**src/rtl/uart_tx.sv**
```systemverilog
// RS232 transmitter: ready/valid byte FIFO feeding an 8-bit LSB-first serialiser (8N1).
// Define UART_TX_PARITY_EN to insert an even-parity bit between the data bits and the stop bit.
module uart_tx #(
  parameter int unsigned FREQ_CLK   = 100000000,
  parameter int unsigned TX_SPEED   = 115200,
  parameter int unsigned FIFO_DEPTH = 4
) (
  input  logic                          Clk,
  input  logic                          Rst_n,
  input  logic [7:0]                    Data_In,
  input  logic                          Valid,
  output logic                          Ready,
  output logic                          TXD,
  output logic                          Busy,
  output logic [$clog2(FIFO_DEPTH):0]   Fifo_Count
);

  localparam int unsigned BIT_CYCLES = FREQ_CLK / TX_SPEED;
  localparam int unsigned CNT_W      = (BIT_CYCLES > 1) ? $clog2(BIT_CYCLES) : 1;
  localparam int unsigned PTR_W      = $clog2(FIFO_DEPTH);
  localparam int unsigned CW         = PTR_W + 1;
  localparam logic [CW-1:0] FULL     = CW'(FIFO_DEPTH);

`ifdef UART_TX_PARITY_EN
  typedef enum logic [2:0] {IDLE, START, DATA, PARITY, STOP} state_t;
`else
  typedef enum logic [1:0] {IDLE, START, DATA, STOP} state_t;
`endif

  state_t           state_q, state_d;
  logic [CNT_W-1:0] baud_q, baud_d;
  logic [2:0]       bit_q, bit_d;
  logic [7:0]       shift_q, shift_d;
  logic             txd_q, txd_d;
  logic             ready_q, ready_d;
  logic [CW-1:0]    count_q, count_d;
  logic [PTR_W-1:0] wr_ptr_q, wr_ptr_d;
  logic [PTR_W-1:0] rd_ptr_q, rd_ptr_d;
  logic [7:0]       mem_q [FIFO_DEPTH];
  logic             push;
  logic             pop;
  logic             bit_end;
`ifdef UART_TX_PARITY_EN
  logic             par_q, par_d;
`endif

  assign push       = Valid && ready_q;
  assign bit_end    = (baud_q == CNT_W'(BIT_CYCLES - 1));
  assign Ready      = ready_q;
  assign TXD        = txd_q;
  assign Busy       = (state_q != IDLE);
  assign Fifo_Count = count_q;

  always_comb begin
    wr_ptr_d = push ? wr_ptr_q + PTR_W'(1) : wr_ptr_q;
    rd_ptr_d = pop  ? rd_ptr_q + PTR_W'(1) : rd_ptr_q;
    case ({push, pop})
      2'b10:   count_d = count_q + CW'(1);
      2'b01:   count_d = count_q - CW'(1);
      default: count_d = count_q;
    endcase
    // A pop out of a full FIFO reopens Ready only one edge later.
    ready_d = (count_q != FULL) && (count_d != FULL);
  end

  always_comb begin
    state_d = state_q;
    baud_d  = baud_q;
    bit_d   = bit_q;
    shift_d = shift_q;
    txd_d   = 1'b1;
    pop     = 1'b0;
`ifdef UART_TX_PARITY_EN
    par_d   = par_q;
`endif
    if (state_q != IDLE) baud_d = bit_end ? '0 : baud_q + CNT_W'(1);
    case (state_q)
      IDLE: begin
        if (count_q != '0) begin
          pop     = 1'b1;
          state_d = START;
        end
      end
      START: begin
        txd_d = 1'b0;
        if (bit_end) begin
          state_d = DATA;
          bit_d   = '0;
        end
      end
      DATA: begin
        txd_d = shift_q[0];
        if (bit_end) begin
          shift_d = {1'b0, shift_q[7:1]};
          bit_d   = bit_q + 3'd1;
`ifdef UART_TX_PARITY_EN
          if (bit_q == 3'd7) state_d = PARITY;
`else
          if (bit_q == 3'd7) state_d = STOP;
`endif
        end
      end
`ifdef UART_TX_PARITY_EN
      PARITY: begin
        txd_d = par_q;
        if (bit_end) state_d = STOP;
      end
`endif
      STOP: begin
        if (bit_end) begin
          if (count_q != '0) begin
            pop     = 1'b1;
            state_d = START;
          end else begin
            state_d = IDLE;
          end
        end
      end
      default: state_d = IDLE;
    endcase
    if (pop) begin
      shift_d = mem_q[rd_ptr_q];
`ifdef UART_TX_PARITY_EN
      par_d   = ^mem_q[rd_ptr_q];
`endif
    end
  end

  always_ff @(posedge Clk or negedge Rst_n) begin
    if (!Rst_n) begin
      state_q  <= IDLE;
      baud_q   <= '0;
      bit_q    <= '0;
      shift_q  <= '0;
      txd_q    <= 1'b1;
      ready_q  <= 1'b1;
      count_q  <= '0;
      wr_ptr_q <= '0;
      rd_ptr_q <= '0;
`ifdef UART_TX_PARITY_EN
      par_q    <= 1'b0;
`endif
    end else begin
      state_q  <= state_d;
      baud_q   <= baud_d;
      bit_q    <= bit_d;
      shift_q  <= shift_d;
      txd_q    <= txd_d;
      ready_q  <= ready_d;
      count_q  <= count_d;
      wr_ptr_q <= wr_ptr_d;
      rd_ptr_q <= rd_ptr_d;
`ifdef UART_TX_PARITY_EN
      par_q    <= par_d;
`endif
    end
  end

  // Storage needs no reset: the pointers define which entries are live.
  always_ff @(posedge Clk) begin
    if (push) mem_q[wr_ptr_q] <= Data_In;
  end

endmodule

```
**config.mk**
```make
export PLATFORM = sky130hd
export DESIGN_NAME = uart_tx
export DESIGN_NICKNAME = d
export VERILOG_FILES = /design/src/rtl/uart_tx.sv
export SDC_FILE = /design/constraint.sdc
export NUM_CORES = 1
export LEC_CHECK = 0
export CAP_MARGIN = 20
export CORE_MARGIN = 5
export CORE_UTILIZATION = 63
export DETAILED_ROUTE_END_ITERATION = 6
export GPL_ROUTABILITY_DRIVEN = 0
export PLACE_DENSITY = 0.83
export SYNTH_ARGS = -nofsm -noshare
export SYNTH_HDL_FRONTEND = slang
export SYNTH_SLANG_ARGS = --single-unit
```
**constraint.sdc**
```tcl
create_clock -name Clk -period 6.3 [get_ports Clk]
set_input_delay 0.945 -clock Clk [delete_from_list [all_inputs] [get_ports Clk]]
set_output_delay 0.945 -clock Clk [all_outputs]
set_load 0.1 [all_outputs]
```
; Word-level counts from Yosys, hierarchy flattened
; Memory sizes are Yosys's and may differ from the RTL's.
; Index checks and enable logic that the tools add are counted.
[totals]
reg_bits = 32
ram_bits = 32
inputBits = 11
output_inout_bits = 6
word_cells = 62
n_memories = 1
[classes]
n_addsub = 6
eq_ne = 14
mux = 21
reduce_logical = 11
[mem_list]
columns = name, depth, width, read_ports, rd_ports_with_merged_regs, wr, line
row1 = mem_q, 4, 8, 1, 0, 1, 39  ; logic [7:0] mem_q [FIFO_DEPTH];
[op_table]
columns = cell, count
row1 = $mux W8, 3
row2 = $pmux W3 S2, 2
row3 = $add A10 B1 Y10 const B, 1
row4 = $eq A10 B10 Y1 const B, 1
row5 = $mux W10, 1
row6 = $mux W2, 5
row7 = $ne A2 B2 Y1 const B, 5
row8 = $pmux W2 S4, 1
row9 = $reduce_bool A2 Y1, 4
row10 = $add A3 B1 Y3 const B, 2
row11 = $eq A2 B2 Y1 const B, 3
row12 = $mux W3, 2
row13 = $ne A3 B3 Y1 const B, 2
row14 = $mux W1, 5
row15 = $reduce_and A5 Y1, 1
row16 = $add A2 B1 Y2 const B, 2
row17 = $eq A2 B1 Y1 const B, 2
row18 = $pmux W1 S2, 2
row19 = $eq A3 B3 Y1 const B, 1
row20 = $reduce_and A3 Y1, 1
row21 = $reduce_bool A3 Y1, 1
row22 = $sub A3 B1 Y3 const B, 1
row23 = $logic_and A1 B1 Y1, 2
row24 = $logic_not A2 Y1, 1
row25 = $reduce_and A2 Y1, 1

; Logic depth before layout (Yosys ltp)
; Gate-level depths: netlist of the first run.
[logic_depth]
word_depth = 8
depth_mapped = 11
ltp_nobuf = 11

; Least setup slack after synthesis of the first run
; Ideal clock, no wire load.
[synth_timing]
path_kind = reg2reg
startpoint = register count_q[0], in the netlist Fifo_Count[0]
endpoint = register ready_q, in the netlist Ready
setup_time_ns = 0.130
arrival_time_ns = 2.844
required_ns = 6.170
setup_slack_ns = 3.327
stages_incl_launch_ff = 10
path_cell_list = dfrtp_1 -> nor3_1 -> nor3_4 -> ha_1 -> inv_1 -> fa_1 -> xor2_1 -> nor2_1 -> xor2_1 -> a32oi_1
[synth_between]
elab_chain_len = 8
word_cells_on_any_way = 12
[synth_rtl]
columns = item, line
row1 = start: declaration, 36  ; logic [CW-1:0] count_q, count_d;
row2 = start signal: assignment, 150  ; count_q <= count_d;
row3 = $reduce_bool A3 Y1, "79, 111"
row4 = $mux W1, "79, 111"
row5 = $mux W1, 110  ; if (bit_end) begin
row6 = $pmux W1 S2, 77  ; case (state_q)
row7 = $eq A2 B1 Y1 or $eq A2 B2 Y1 (tied branches), 57  ; case ({push, pop})
row8 = $pmux W3 S2 (*), 57
row9 = net count_d[2], 36
row10 = $ne A3 B3 Y1 (*), 63  ; ready_d = (count_q != FULL) && (count_d != FULL);
row11 = $logic_and A1 B1 Y1 (*), 63
row12 = net ready_d, 35  ; logic ready_q, ready_d;
row13 = end signal: assignment, 149  ; ready_q <= ready_d;
row14 = end: declaration, 35
; Mark *: on every way through the listed nets, which the timed path passes. The rest lies on a longest branch.
; A chain may end at the register's enable or synchronous reset.

; Worst setup path in the final report of the first run
[layout_timing]
startpoint = register state_q[0]
endpoint = output port Busy
[layout_between]
elab_chain_len = 1
[layout_rtl]
columns = item, line
row1 = start: declaration, 30  ; state_t state_q, state_d;
row2 = start signal: assignment, 144  ; state_q <= state_d;
row3 = $reduce_bool A2 Y1, 51  ; assign Busy = (state_q != IDLE);
row4 = end: declaration, 14  ; output logic Busy,
; No other way between the ends.

==> results.toml, run 1 <==
[outcome]
status = "complete, no violations"

[routing]
avgRoutedWirePerCell_um = 17.7
ant_nets = 0
vias = 1647
viasPerCell = 5.97
drt_iter0_markers = 144
routed_wirelength_mm = 4.88
first_pass_iters = 4
route.detailed.drc = 0

[clock_network]
cts_buffers = 9
clkSinkCount = 64
clk_latency_ns = 0.33
clock_path_buffers = 2
clock-root-buffer = "clkbuf_8"
cts-hold-fix-buffers = 0
cts_tree = "built"
postCtsSetupBuffers = 0
clkTransAtPathRegs_ns = 0.07
htree_levels = 3
cts_resized = 0

[critical_path]
crit_buf_inv = 3
max_stage_delay_ns = 1.14
setup.worst_path.class = "register to output pin"
critPathCaptureType = "output pin"
crit_fanout = 11
path_depth = 4
rrSetupSlack_ns = 3.17
crit_chain = "inv_1 -> ha_1 -> inv_1 -> clkdlybuf4s50_1"
critPathMostFrequentCell = "inv_1"
arrival_ns = 2.48
crit_family = "buffers and inverters"
slowest_stage = "clkdlybuf4s50_1"
ff2ff_path_depth = 11
rr_endpoint = "Ready"
crit_path_start_kind = "register"
r2r_start = "baud_q[0]"
cp.required_ns = 5.35

[final_layout]
fillers = 271
finalNetCount = 244
drive_gt1_frac = 0.219
syn_to_final_growth_pct = 13.7
design_area_um2 = 3320
final_cells = 276
antennaDiodeCount = 0

[grt]
grt_pass1_vias = 1740
overflow = 0
met1_usage = 0.222
antenna_found_initial = 0
grt_use_total = 0.178
grt_max_degree = 33
met3_usage = 0.0629
busiest_layer = "met2"
met2_usage = 0.300
grt_pass1_wl_mm = 8.38

[power_and_ir_drop]
combPwrFrac = 0.208
power.density_nw_per_um2 = 331
power.share.clock = 0.305
p_switching_w = 0.000344
p_leak_nw = 1.32
switching_share = 0.314
seqPwrFrac = 0.487
power.internal_w = 0.000752
irDropWorstVdd_v = 0.000379

[synth]
yosys.area.top_type = "edfxtp_1"
syn-mean-instance-area_um2 = 14.9
synth_top_area_frac = 0.329
synth-edff-count = 32
yosys.area_share.xor_xnor = 0.0360
ys_top_cells_by_count = "edfxtp_1, dfrtp_1, mux2_2"
synthesis.area_um2 = 2920
synth_fp_nets = 221
yosysSeqAreaShare = 0.605
ys.flop_type = "edfxtp_1"
yosys.area_share.simple = 0.0978
ys_ff_latch = 64
synthAdderAreaFrac = 0.0626
syn-instance-count = 196
synth_compound_area_frac = 0.0429
async_flop_share = 0.500
synth.most_common_cell = "edfxtp_1"
ys_top_cells_by_area = "edfxtp_1, dfrtp_1, mux2_2"
ys_types = 40
synth_top_family_by_area = "multiplexers"
synthMuxAreaShare = 0.134
ys_warn_count = 0

[timing]
fin_skew_ns = 0.00915
setup_slack_ns = 2.88
final-hold-violation-count = 0
fmax_mhz = 292
setup_viol = 0
rsz0062_at_grt = "no"
tns_ns = 0
fin_crit_sh = 0.543
slew_violations = 0
slew-limit-headroom = 0.348
tightestPinTransition_ns = 0.975
finalCriticalPeriod_ns = 3.42

[floorplan]
rows = 24
initial_utilization = 0.661
die_y_um = 78.0
core_area_um2 = 4410
ios = 17
die_x_um = 78.0
die-area_um2 = 6090

[placement]
portBuffers = 16
dp_hpwl_mm = 3.45
dp.cells = 260
dpl_cell_area_um2 = 3130
dp_worst_setup_slack_ns = 3.17

[flow_run]
drv_cap = 0

[worst_hold_path]
hold_path.class = "register to register"
min_to = "Ready"
worstHoldPathCells = 1
min_from = "Fifo_Count[2]"
[metrics by stage]
step	hold WS, ns	utilization	power (W)
5_1_grt	0.520	0.751	0.00114
3_5_place_dp	0.494	0.709	0.000772
3_3_place_gp	0.458	0.709	0.000755
2_1_floorplan	0.470	-	0.000699
6_report	0.497	0.751	0.00110
4_1_cts	0.507	0.751	0.00111
[cell usage in the layout, fill, tap and decap left out, types with 3 or more instances in the layout]
cell type	netlist	layout
nand3_1	4	4
inv_1	11	11
nor3_1	5	5
ha_1	13	13
dfrtp_1	30	30
xnor2_1	8	8
xor2_1	4	4
and3_1	5	5
nor2b_1	4	4
mux4_2	8	8
clkinv_2	0	3
nor2_1	10	10
clkbuf_8	0	9
edfxtp_1	32	32
nand2_1	9	9
clkdlybuf4s50_1	0	16
a21oi_1	3	3
mux2_2	17	17
[sequential cells by signal, summed over array words and instances, names as in the netlist]
signal	flops
bit_q	3
rd_ptr_q	2
mem_q	32
TXD	1
baud_q	10
Ready	1
state_q	2
wr_ptr_q	2
shift_q	8
Fifo_Count	3
[cell type report]
type                       count  area, um2  share of cell area
clock buffer                  10        128              0.0385
timing repair buffer          17        168              0.0506
inverter                      11       41.3              0.0125
tap                           52       65.1              0.0196
multi-input combinational    116       1090               0.329
sequential                    64       1760               0.532
clock inverter                 6       60.1              0.0181
[worst register-to-register path, cell delays in order (launching register included)]
cell and delay [ns]:
dfrtp_1 0.40, ha_1 0.21, nor4b_4 0.46, a41oi_4 0.18, nor3_4 0.45, ha_1 0.29, inv_1 0.06, fa_1 0.38
xor2_1 0.16, nor2_1 0.11, xor2_1 0.21, a32oi_1 0.13
[worst max path at each step]
stage	start	to	slack (ns)
5_1_grt	state_q[0]	Busy	2.75
3_5_place_dp	baud_q[0]	Ready	3.17
2_1_floorplan	Fifo_Count[0]	Ready	3.33
4_1_cts	state_q[0]	Busy	2.87
6_report	state_q[0]	Busy	2.88
3_3_place_gp	state_q[0]	Busy	3.33
[power by group through the flow]
stage	sequential, W	clock (W)	combinational (W)
after floorplan	0.000616	0	0.0000830
after global placement	0.000536	0	0.000219
after detailed placement	0.000542	0	0.000230
after CTS	0.000534	0.000339	0.000231
after global routing	0.000540	0.000358	0.000247
final	0.000534	0.000335	0.000228
[logic make-up (layout without fill, tap and decap cells)]
kind of cell	count (synthesis)	count (layout)
DFF	64	64
buffers and inverters	16	44
and+or+nand+nor	48	48
adders and majority gates	14	14
xor gates and xnor gates	12	12
AOI/OAI and AO/OA	15	15
muxes	27	27
[layer usage]
| layer | up-vias | routed length (um) |
|---|---|---|
| li1 | 765 | - |
| met2 | 35 | 2540 |
| met5 | - | 0 |
| met1 | 839 | 2080 |
| met3 | 8 | 212 |
| met4 | 0 | 46 |
Note: power is estimated with default switching activity, not from simulation.
==> run 2, diff against run 1 <==
--- a/config.mk
+++ b/config.mk
@@ -7,10 +7,10 @@
 export LEC_CHECK = 0
 export CAP_MARGIN = 20
 export CORE_MARGIN = 5
-export CORE_UTILIZATION = 63
+export CORE_UTILIZATION = 53
 export DETAILED_ROUTE_END_ITERATION = 6
 export GPL_ROUTABILITY_DRIVEN = 0
-export PLACE_DENSITY = 0.83
+export PLACE_DENSITY = 0.74
 export SYNTH_ARGS = -nofsm -noshare
 export SYNTH_HDL_FRONTEND = slang
 export SYNTH_SLANG_ARGS = --single-unit
==> constraint.sdc (replaced) <==
create_clock -name Clk -period 2.9 [get_ports Clk]
set_input_delay 0.435 -clock Clk [delete_from_list [all_inputs] [get_ports Clk]]
set_output_delay 0.435 -clock Clk [all_outputs]
set_load 0.1 [all_outputs]
==> results.toml, run 2 (synthesis gave the netlist of run 1 again) <==
[routing]
first_pass_iters = 4
routed_wirelength_mm = 4.60
drt_iter0_markers = 67
ant_nets = 0
vias = 1603
viasPerCell = 5.34
route.detailed.drc = 0
avgRoutedWirePerCell_um = 15.3

[clock_network]
cts_tree = "built"
clkSinkCount = 64
cts_resized = 0
clock_path_buffers = 2
cts_buffers = 9
clk_latency_ns = 0.33
clock-root-buffer = "clkbuf_8"
htree_levels = 3
clkTransAtPathRegs_ns = 0.07
postCtsSetupBuffers = 0
cts-hold-fix-buffers = 0

[timing]
slew-limit-headroom = 0.605
tightestPinTransition_ns = 0.593
final-hold-violation-count = 0
setup_viol = 0
finalCriticalPeriod_ns = 2.52
rsz0062_at_grt = "no"
fmax_mhz = 397
fin_skew_ns = 0.00506
hold_slack_ns = 0.469
slew_violations = 0
tns_ns = 0
fin_crit_sh = 0.869

[final_layout]
fillers = 418
final_common_cell = "edfxtp_1"
drive_gt1_frac = 0.276
top_register = "mem_q"
final_cells = 300
finalNetCount = 248
final_cell_mix = "edfxtp_1, dfrtp_1, mux2_2, ha_1"
largest_register_ff_count = 32
area.sequential_um2 = 1770
antennaDiodeCount = 0
multiInputGateArea_um2 = 1090
syn_to_final_growth_pct = 16.5
fin_util = 0.625
reg.largest.list = "mem_q x32, baud_q x10, shift_q x8"

[critical_path]
crit_fanout = 11
crit_family = "adder cells"
cp.required_ns = 3.15
arrival_ns = 2.77
rrSetupSlack_ns = 0.38
crit_path_start_kind = "register"
crit_buf_inv = 2
setup.worst_path.class = "register to register"
slowest_stage = "dfrtp_1"
r2r_start = "state_q[0]"
rr_endpoint = "Ready"
critPathCaptureType = "register"
crit_chain = "inv_1 -> ha_1 -> a41oi_4 -> nor3_4 -> ha_1 -> inv_1 -> fa_1 -> xor2_1 -> nor2_1 -> xor2_1 -> a32oi_1"
ff2ff_path_depth = 11
max_stage_delay_ns = 0.41

[grt]
met1_usage = 0.175
grt_pass1_vias = 1642
overflow = 0
met2_usage = 0.230
met3_usage = 0.0383
grt_pass1_wl_mm = 7.67
grt_use_total = 0.141
busiest_layer = "met2"
grt_max_degree = 33
antenna_found_initial = 0

[outcome]
status = "complete, no violations"

[floorplan]
die_x_um = 84.2
initial_utilization = 0.536
die-area_um2 = 7090
ios = 17
rows = 27
die_y_um = 84.2
core_area_um2 = 5440

[placement]
portBuffers = 16
dp.cells = 284
dp_hpwl_mm = 3.22

[worst_hold_path]
min_to = "Ready"
min_from = "Fifo_Count[2]"
hold_path.class = "register to register"
worstHoldPathCells = 1

[flow_run]
drv_cap = 0

[power_and_ir_drop]
irDropWorstVdd_v = 0.000548
power.density_nw_per_um2 = 737
p_leak_nw = 1.36
## run 2: cell types whose count changed in the layout (fill, tap and decap cells not counted), sizes merged
cell	delta
buf	+10
bufinv	+1
clkbuf	-1
clkdlybuf4s50	-6
clkinv	-1
clkinvlp	-1
inv	+2
## run 2: how the worst max path moves through the flow
| stage | from | to | slack, ns | depth (start not counted) |
|---|---|---|---|---|
| 2_1_floorplan | baud_q[0] | Ready | 0.17 | 11 |
| 3_3_place_gp | baud_q[0] | Ready | 0.50 | 11 |
| 3_5_place_dp | baud_q[0] | Ready | 0.42 | 11 |
| 4_1_cts | baud_q[0] | Ready | 0.39 | 11 |
| 5_1_grt | state_q[0] | Ready | 0.19 | 11 |
| 6_report | state_q[0] | Ready | 0.38 | 11 |
## run 2: layer usage
layer,up-vias,share of wire
met5,-,0
met2,24,0.49
met1,796,0.46
li1,778,-
met3,5,0.033
met4,0,0.013
## run 2: layout make-up
class	instances	share of cell area
multi-input cells	116	0.321
clock inverters	7	0.0302
repair buffers	21	0.0538
clock buffers	9	0.0365
flip-flops and latches	64	0.520
well taps	72	0.0265
inverters	11	0.0122
## run 2: worst register-to-register path, delay by kind of cell, from the launching register on
| kind | cells | cell delay [ns] |
|---|---|---|
| AO/OA/AOI/OAI | 2 | 0.20 |
| XOR/XNOR | 2 | 0.34 |
| adder cells (fa/ha/maj) | 3 | 0.98 |
| buffers and inverters | 2 | 0.21 |
| flip-flops | 1 | 0.41 |
| AND/OR/NAND/NOR | 2 | 0.29 |
## run 2: report_power, final
group / switching [W] / internal (W)
clock network: 0.000367 / 0.000493
logic: 0.000337 / 0.000145
registers: 0.0000670 / 0.00110
total: 0.000771 / 0.00173
## run 2: metrics by stage
stage          total power (W)  area, um2  setup WS, ns
4_1_cts                0.00252       3400         0.389
5_1_grt                0.00261       3400         0.188
3_3_place_gp           0.00165       3170         0.496
6_report               0.00250       3400         0.379
3_5_place_dp           0.00167       3170         0.419
2_1_floorplan          0.00152       2920         0.169
